--- src/rtl/hazard_stall_ctrl.sv ---
// Hazard and stall controller for the 5-stage MIPS pipeline. It detects load-use and
// mult/div hazards, drives the PC/IF-ID enables, the bubble mux and the branch flush.
module hazard_stall_ctrl #(
    parameter int MD_LATENCY = 32,
    parameter int CNT_W      = 6,
    parameter int PERF_W     = 16
) (
    input  logic              clk,
    input  logic              reset,
    input  logic [4:0]        id_rs,
    input  logic [4:0]        id_rt,
    input  logic              id_uses_rs,
    input  logic              id_uses_rt,
    input  logic              ex_mem_read,
    input  logic [4:0]        ex_rt,
    input  logic              id_md_start,
    input  logic              id_md_read,
    input  logic              ex_branch_taken,
    output logic              pc_write,
    output logic              ifid_write,
    output logic              bubble_sel,
    output logic              ifid_flush,
    output logic              md_busy,
    output logic [CNT_W-1:0]  md_count,
    output logic [PERF_W-1:0] stall_cycles
);

    typedef enum logic [0:0] {
        IDLE    = 1'b0,
        MD_BUSY = 1'b1
    } state_t;

    localparam logic [CNT_W-1:0]  MD_LAT_C  = CNT_W'(MD_LATENCY);
    localparam logic [CNT_W-1:0]  CNT_ONE   = CNT_W'(1);
    localparam logic [CNT_W-1:0]  CNT_ZERO  = CNT_W'(0);
    localparam logic [PERF_W-1:0] PERF_MAX  = {PERF_W{1'b1}};
    localparam logic [PERF_W-1:0] PERF_ONE  = PERF_W'(1);
    localparam logic [PERF_W-1:0] PERF_ZERO = PERF_W'(0);

    state_t            state_r;
    logic [CNT_W-1:0]  count_r;
    logic [PERF_W-1:0] perf_r;
    logic              load_use_s;
    logic              md_hazard_s;
    logic              stall_s;
    logic              issue_s;

    // True when an ID source operand reads the register written by the load in EX.
    function automatic logic src_match(input logic uses, input logic [4:0] src,
                                       input logic [4:0] dst);
        return uses & (src == dst);
    endfunction

    assign md_busy      = (state_r == MD_BUSY);
    assign md_count     = count_r;
    assign stall_cycles = perf_r;

    // Hazard detection and pipeline-control outputs, same cycle as the ID instruction.
    always_comb begin
        load_use_s  = ex_mem_read & (ex_rt != 5'd0) &
                      (src_match(id_uses_rs, id_rs, ex_rt) | src_match(id_uses_rt, id_rt, ex_rt));
        md_hazard_s = md_busy & (id_md_read | id_md_start);
        stall_s     = (load_use_s | md_hazard_s) & ~ex_branch_taken;
        issue_s     = id_md_start & ~stall_s & ~ex_branch_taken;
        pc_write    = 1'b1;
        ifid_write  = 1'b1;
        bubble_sel  = 1'b0;
        ifid_flush  = 1'b0;
        if (reset) begin
            pc_write   = 1'b1;
            ifid_write = 1'b1;
            bubble_sel = 1'b0;
            ifid_flush = 1'b0;
        end else if (ex_branch_taken) begin
            // The squashed ID instruction also becomes a bubble in ID/EX.
            pc_write   = 1'b1;
            ifid_write = 1'b1;
            bubble_sel = 1'b1;
            ifid_flush = 1'b1;
        end else if (stall_s) begin
            pc_write   = 1'b0;
            ifid_write = 1'b0;
            bubble_sel = 1'b1;
            ifid_flush = 1'b0;
        end else begin
            pc_write   = 1'b1;
            ifid_write = 1'b1;
            bubble_sel = 1'b0;
            ifid_flush = 1'b0;
        end
    end

    // Mult/div busy FSM with its countdown, plus the saturating stall counter.
    always_ff @(posedge clk or posedge reset) begin
        if (reset) begin
            state_r <= IDLE;
            count_r <= CNT_ZERO;
            perf_r  <= PERF_ZERO;
        end else begin
            case (state_r)
                IDLE: begin
                    if (issue_s) begin
                        state_r <= MD_BUSY;
                        count_r <= MD_LAT_C;
                    end else begin
                        state_r <= IDLE;
                        count_r <= CNT_ZERO;
                    end
                end
                MD_BUSY: begin
                    // A taken branch does not cancel an operation already in flight.
                    if (count_r <= CNT_ONE) begin
                        state_r <= IDLE;
                        count_r <= CNT_ZERO;
                    end else begin
                        state_r <= MD_BUSY;
                        count_r <= count_r - CNT_ONE;
                    end
                end
                default: begin
                    state_r <= IDLE;
                    count_r <= CNT_ZERO;
                end
            endcase
            if (stall_s && (perf_r != PERF_MAX)) begin
                perf_r <= perf_r + PERF_ONE;
            end else begin
                perf_r <= perf_r;
            end
        end
    end

endmodule

--- config.mk ---
export PLATFORM = sky130hd
export DESIGN_NAME = hazard_stall_ctrl
export DESIGN_NICKNAME = d
export VERILOG_FILES = /design/src/rtl/hazard_stall_ctrl.sv
export SDC_FILE = /design/constraint.sdc
export NUM_CORES = 1
export LEC_CHECK = 0
export ABC_CLOCK_PERIOD_IN_PS = 2700
export CAP_MARGIN = 20
export CORE_MARGIN = 2
export CORE_UTILIZATION = 43
export DETAILED_ROUTE_END_ITERATION = 7
export PLACE_DENSITY = 0.88
export SLEW_MARGIN = 20
export SYNTH_ARGS = -nofsm -noshare
export SYNTH_HDL_FRONTEND = slang
export SYNTH_SLANG_ARGS = --single-unit
--- constraint.sdc ---
create_clock -name clk -period 2.7 [get_ports clk]
set_input_delay 0.54 -clock clk [delete_from_list [all_inputs] [get_ports clk]]
set_output_delay 0.54 -clock clk [all_outputs]
set_load 0.005 [all_outputs]
# Yosys cells after proc, flatten, opt, wreduce, memory -nomap -nowiden
# Cells that the tools add are included.
[classes]
addsub = 2
mul = 0
n_div = 0
n_shift = 0
bitwise = 14
magnitude_cmp = 1
n_reduce_logical = 2
n_eq_ne = 3
n_mux = 14
[ops]
columns = ["cell", "count"]
rows = [
  ["$add A16 B1 Y16 const B", 1],
  ["$ne A16 B16 Y1 const B", 1],
  ["$mux W6", 2],
  ["$pmux W6 S2", 1],
  ["$eq A5 B5 Y1", 2],
  ["$mux W1", 10],
  ["$and A1 B1 Y1", 8],
  ["$le A6 B1 Y1 const B", 1],
  ["$sub A6 B1 Y6 const B", 1],
  ["$reduce_bool A5 Y1", 1],
  ["$not A1 Y1", 3],
  ["$or A1 B1 Y1", 3],
  ["$pmux W1 S2", 1],
  ["$logic_and A1 B1 Y1", 1],
]
[totals]
latchBits = 0
ramBits = 0
rom_bits = 0
mem_count = 0
inputBits = 23
output_inout_bits = 27
wordCells = 39
ff_bits = 23

# Longest topological paths before layout
[depth]
ltp_word = 11
mapped_depth = 9
mapped_depth_nobuf = 7

# Least setup slack after synthesis
# OpenSTA, ideal clock, no wires.
[synth_path]
path_kind = "input port to output port"
startpoint = "input port ex_rt[1]"
endpoint = "output port pc_write"
t_arrival_ns = 1.659
n_path_buf = 1
cell_stages = 5
path_slack_ns = 0.501
t_required_ns = 2.160
cell_sequence = "or4_1 o21a_1 a21oi_1 or3_1 buf_4"
[synth_via]
elab_chain_len = 9
elab_cells_between_ends = 13
cone_classes = "eq/ne: 2; mux: 3; bitwise: 7; reduce/logical: 1"
[synth_rtl]
columns = ["element", "line_no", "source"]
rows = [
  ["from (decl)", "15", "input logic [4:0] ex_rt,"],
  ["$eq A5 B5 Y1", "51", "return uses & (src == dst);"],
  ["$and A1 B1 Y1", "51", ""],
  ["$or A1 B1 Y1", "61", "(src_match(id_uses_rs, id_rs, ex_rt) | src_match(id_uses_rt, id_rt, ex_rt));"],
  ["$and A1 B1 Y1 *", "60", "load_use_s = ex_mem_read & (ex_rt != 5'd0) &"],
  ["$or A1 B1 Y1 *", "63", "stall_s = (load_use_s | md_hazard_s) & ~ex_branch_taken;"],
  ["$and A1 B1 Y1 *", "63", ""],
  ["$mux W1 * (3 in series)", "-", ""],
  ["to (decl)", "19", "output logic pc_write,"],
]
# Mark *: on every way between the ends. The rest lies on a longest branch, timed or not.

# Worst setup path after layout
[layout_path]
startpoint = "input port id_rt[2]"
endpoint = "output port ifid_write"
[layout_via]
elab_chain_len = 9
[layout_rtl]
columns = ["element", "line_no", "source"]
rows = [
  ["from (decl)", "11", "input logic [4:0] id_rt,"],
  ["$eq A5 B5 Y1", "51", ""],
  ["$and A1 B1 Y1", "51", ""],
  ["$or A1 B1 Y1", "61", ""],
  ["$and A1 B1 Y1", "60", ""],
  ["$or A1 B1 Y1", "63", ""],
  ["$and A1 B1 Y1", "63", ""],
  ["$mux W1", "80", "end else if (stall_s) begin"],
  ["$mux W1", "74", "end else if (ex_branch_taken) begin"],
  ["$mux W1", "69", "if (reset) begin"],
  ["to (decl)", "20", "output logic ifid_write,"],
]
# No other way between the ends.

==> impl_metrics.yaml <==
run_status:
  status: "completed"
yosys:
  synthCells: 128
  yosys_register_bits: 23
  syn_nets: 154
  synth-main-ff-cell: "dfrtp_1"
  synth_top_area_frac: 0.456
  synth_cell_type_count: 30
  yosysTopAreaCell: "dfrtp_1"
  yosysMostFrequentCell: "dfrtp_1"
  synth_common_cells: "dfrtp_1 (23), xnor2_1 (19), nand2_1 (10), nor2_1 (10), xor2_1 (9)"
  syn_area_per_cell_um2: 9.85
  synth_edf_count: 0
  ys_seq_area_frac: 0.456
  synth_warnings: 0
  synthArstFlopShare: 1.00
  synth_area_mm2: 0.00126
  synth_area_leaders: "dfrtp_1 (46%), xnor2_1 (13%), xor2_1 (6.3%)"
power_and_ir_drop:
  vdd.ir_drop.worst_uv: 757
  p_leak_nw: 0.859
  powerDensity_mw_per_mm2: 697
  power_mw: 1.32
cells_and_area:
  finalNonFillerCells: 219
  antenna_cells: 0
  fin_nets: 215
  area_growth_syn_to_layout_pct: 49.8
  final_layout_size_suffix_gt1_frac: 0.133
  fillers: 220
timing:
  finalHoldViolCount: 0
  fmax_ghz: 0.377
  final.min_clock_period_ps: 2650
  worst_pin_slew_ps: 744
  fin_skew_ps: 5.13
  setup_viol: 0
  setup_ws_ps: 47.3
  relSlewSlack: 0.500
  rsz0062_at_grt: "no"
  slew_viol_final: 0
  fin_crit_sh: 0.982
setup_path:
  critPathSlowestCell: "clkdlybuf4s50_1"
  worstSetupStartpointType: "input pin"
  ff2ff_path_depth: 7
  r2r-end: "stall_cycles[1]"
  slowest_delay_ps: 480
  arrival_ps: 2110
  timing.critical_path.buf_inv: 2
  critPathMaxFanout: 2
  rrSetupSlack_ps: 480
  endpoint_kind: "output port"
  required_ps: 2160
  path_class: "in2out"
  cp_cell_sequence: "clkdlybuf4s50_1, xnor2_1, nand4_1, o22ai_2, a21oi_2, or3_1, buf_2"
  r2r-start: "stall_cycles[0]"
  critical-path-top-delay-family: "buffers and inverters"
detailed_routing:
  post-route-drc-count: 0
  drtIter0Drc: 30
  wire_per_inst_um: 15.4
  ant_nets: 0
  drt_pass1_iterations: 4
  finalWirelength_mm: 3.37
  routed-via-count: 1155
  viasPerCell: 5.27
clocking:
  max-clock-path-buffers: 2
  cts_tree: "yes"
  cts.sinks: 23
  clkTransAtPathRegs_ps: 120
  cts_hold_buffers: 0
  root_buffer: "clkbuf_4"
  clk_latency_ps: 310
  ctsHtreeMaxLevel: 1
  numCtsBuffers: 3
placed_design:
  hpwl_mm: 2.49
  placedCellCount: 212
  preCtsSetupSlack_ps: -423
  io_buffer_count: 49
  place.gp.congestion: 0.819
global_route:
  grt_pass1_vias: 1159
  grt_pass1_wl_mm: 5.42
  grt_util_all_layers: 0.213
  grt_max_degree: 24
  antenna_found_initial: 0
  grt_overflow: 0
flow_run:
  cap_violations: 0
worst_hold_path:
  worstHoldStart: "stall_cycles[15]"
  hold_path_end: "stall_cycles[15]"
  holdPathStages: 1
  holdCritPathClass: "reg2reg"
die:
  ioPinCount: 50
  die_x_um: 58.2
  die_height_um: 58.2
  initial_utilization: 0.453
  core_mm2: 0.00278
  rows: 19
  die_area_mm2: 0.00338
final cells by class:
class,count,area [um^2],share of cell area
Inverter,7,26.3,0.0139
Clock inverter,1,5.00,0.00265
Multi-Input combinational cell,95,669,0.354
Sequential cell,23,576,0.305
Timing Repair Buffer,59,552,0.292
Tap cell,31,38.8,0.0205
Clock buffer,3,22.5,0.0119
cell usage in the layout, fill, tap and decap left out, types with 3 or more instances in the layout:
cell,netlist,final
o21ai_0,3,3
nor4_1,3,3
buf_4,1,10
clkdlybuf4s50_1,0,38
ha_1,3,3
nand3_1,4,4
dlymetal6s2s_1,0,3
inv_1,7,7
nor2_1,10,10
dfrtp_1,23,23
or3_1,3,3
dlygate4sd2_1,0,5
xor2_1,9,9
nor3_1,7,7
nand2_1,10,10
clkbuf_4,0,3
nand4_1,3,3
xnor2_1,19,17
cells by family (layout without fill, tap and decap cells):
family	after synthesis	in the layout	share of synthesized area
flip-flops	23	23	0.456
buffers and inverters	10	70	0.0387
AND/OR/NAND/NOR	50	50	0.202
multiplexers	2	2	0.0179
XOR/XNOR	28	28	0.194
adder cells (fa/ha/maj)	3	3	0.0298
AO/OA/AOI/OAI	12	12	0.0605
power breakdown:
group | internal, mW | total (mW) | switching, mW
clock network | 0.0554 | 0.158 | 0.103
registers | 0.436 | 0.543 | 0.107
logic | 0.366 | 0.617 | 0.251
total | 0.857 | 1.32 | 0.461
stage by stage:
step | TNS (ps) | utilization | hold WS, ps | area [um^2]
after floorplan | 0 | - | 484 | 1260
after global placement | -1050 | 0.655 | 478 | 1820
after detailed placement | -1200 | 0.655 | 505 | 1820
after CTS | -20.9 | 0.672 | 527 | 1870
after global routing | 0 | 0.679 | 542 | 1890
final | 0 | 0.679 | 519 | 1890
repair_timing:
action,4_1_cts,5_1_grt
resized for setup,15,9
pin swaps,4,7
buffers inserted,3,1
endpoints found under the setup margin,3,3
state kept, by name, summed over array words and instances (netlist names):
signal        count
md_busy           1
md_count          6
stall_cycles     16
worst register-to-register path: stages, from the launching register on:
cell	delay, ps
dfrtp_1	440
ha_1	190
nand3_1	100
or2_1	330
or3_1	390
o211ai_2	120
buf_4	230
mux2_1	330
worst max path at each step:
stage | startpoint | to | slack (ps) | cells past startpoint
2_1_floorplan | ex_rt[1] | pc_write | 500 | 5
3_3_place_gp | ex_rt[2] | ifid_write | -370 | 6
6_report | id_rt[2] | ifid_write | 50 | 7
3_5_place_dp | ex_rt[4] | pc_write | -420 | 7
4_1_cts | id_rt[4] | pc_write | -20 | 7
5_1_grt | id_rt[2] | ifid_write | 4 | 7
per-layer routing:
| metal | routed length [um] | share of wire | GRT usage | up-vias |
|---|---|---|---|---|
| met4 | 76 | 0.023 | 0.0831 | 0 |
| met2 | 1690 | 0.50 | 0.357 | 49 |
| met1 | 1360 | 0.40 | 0.263 | 547 |
| met3 | 243 | 0.072 | 0.0536 | 9 |
| li1 | - | - | - | 550 |
| met5 | 0 | 0 | 0 | - |
Power figures use the tool's default switching activity.
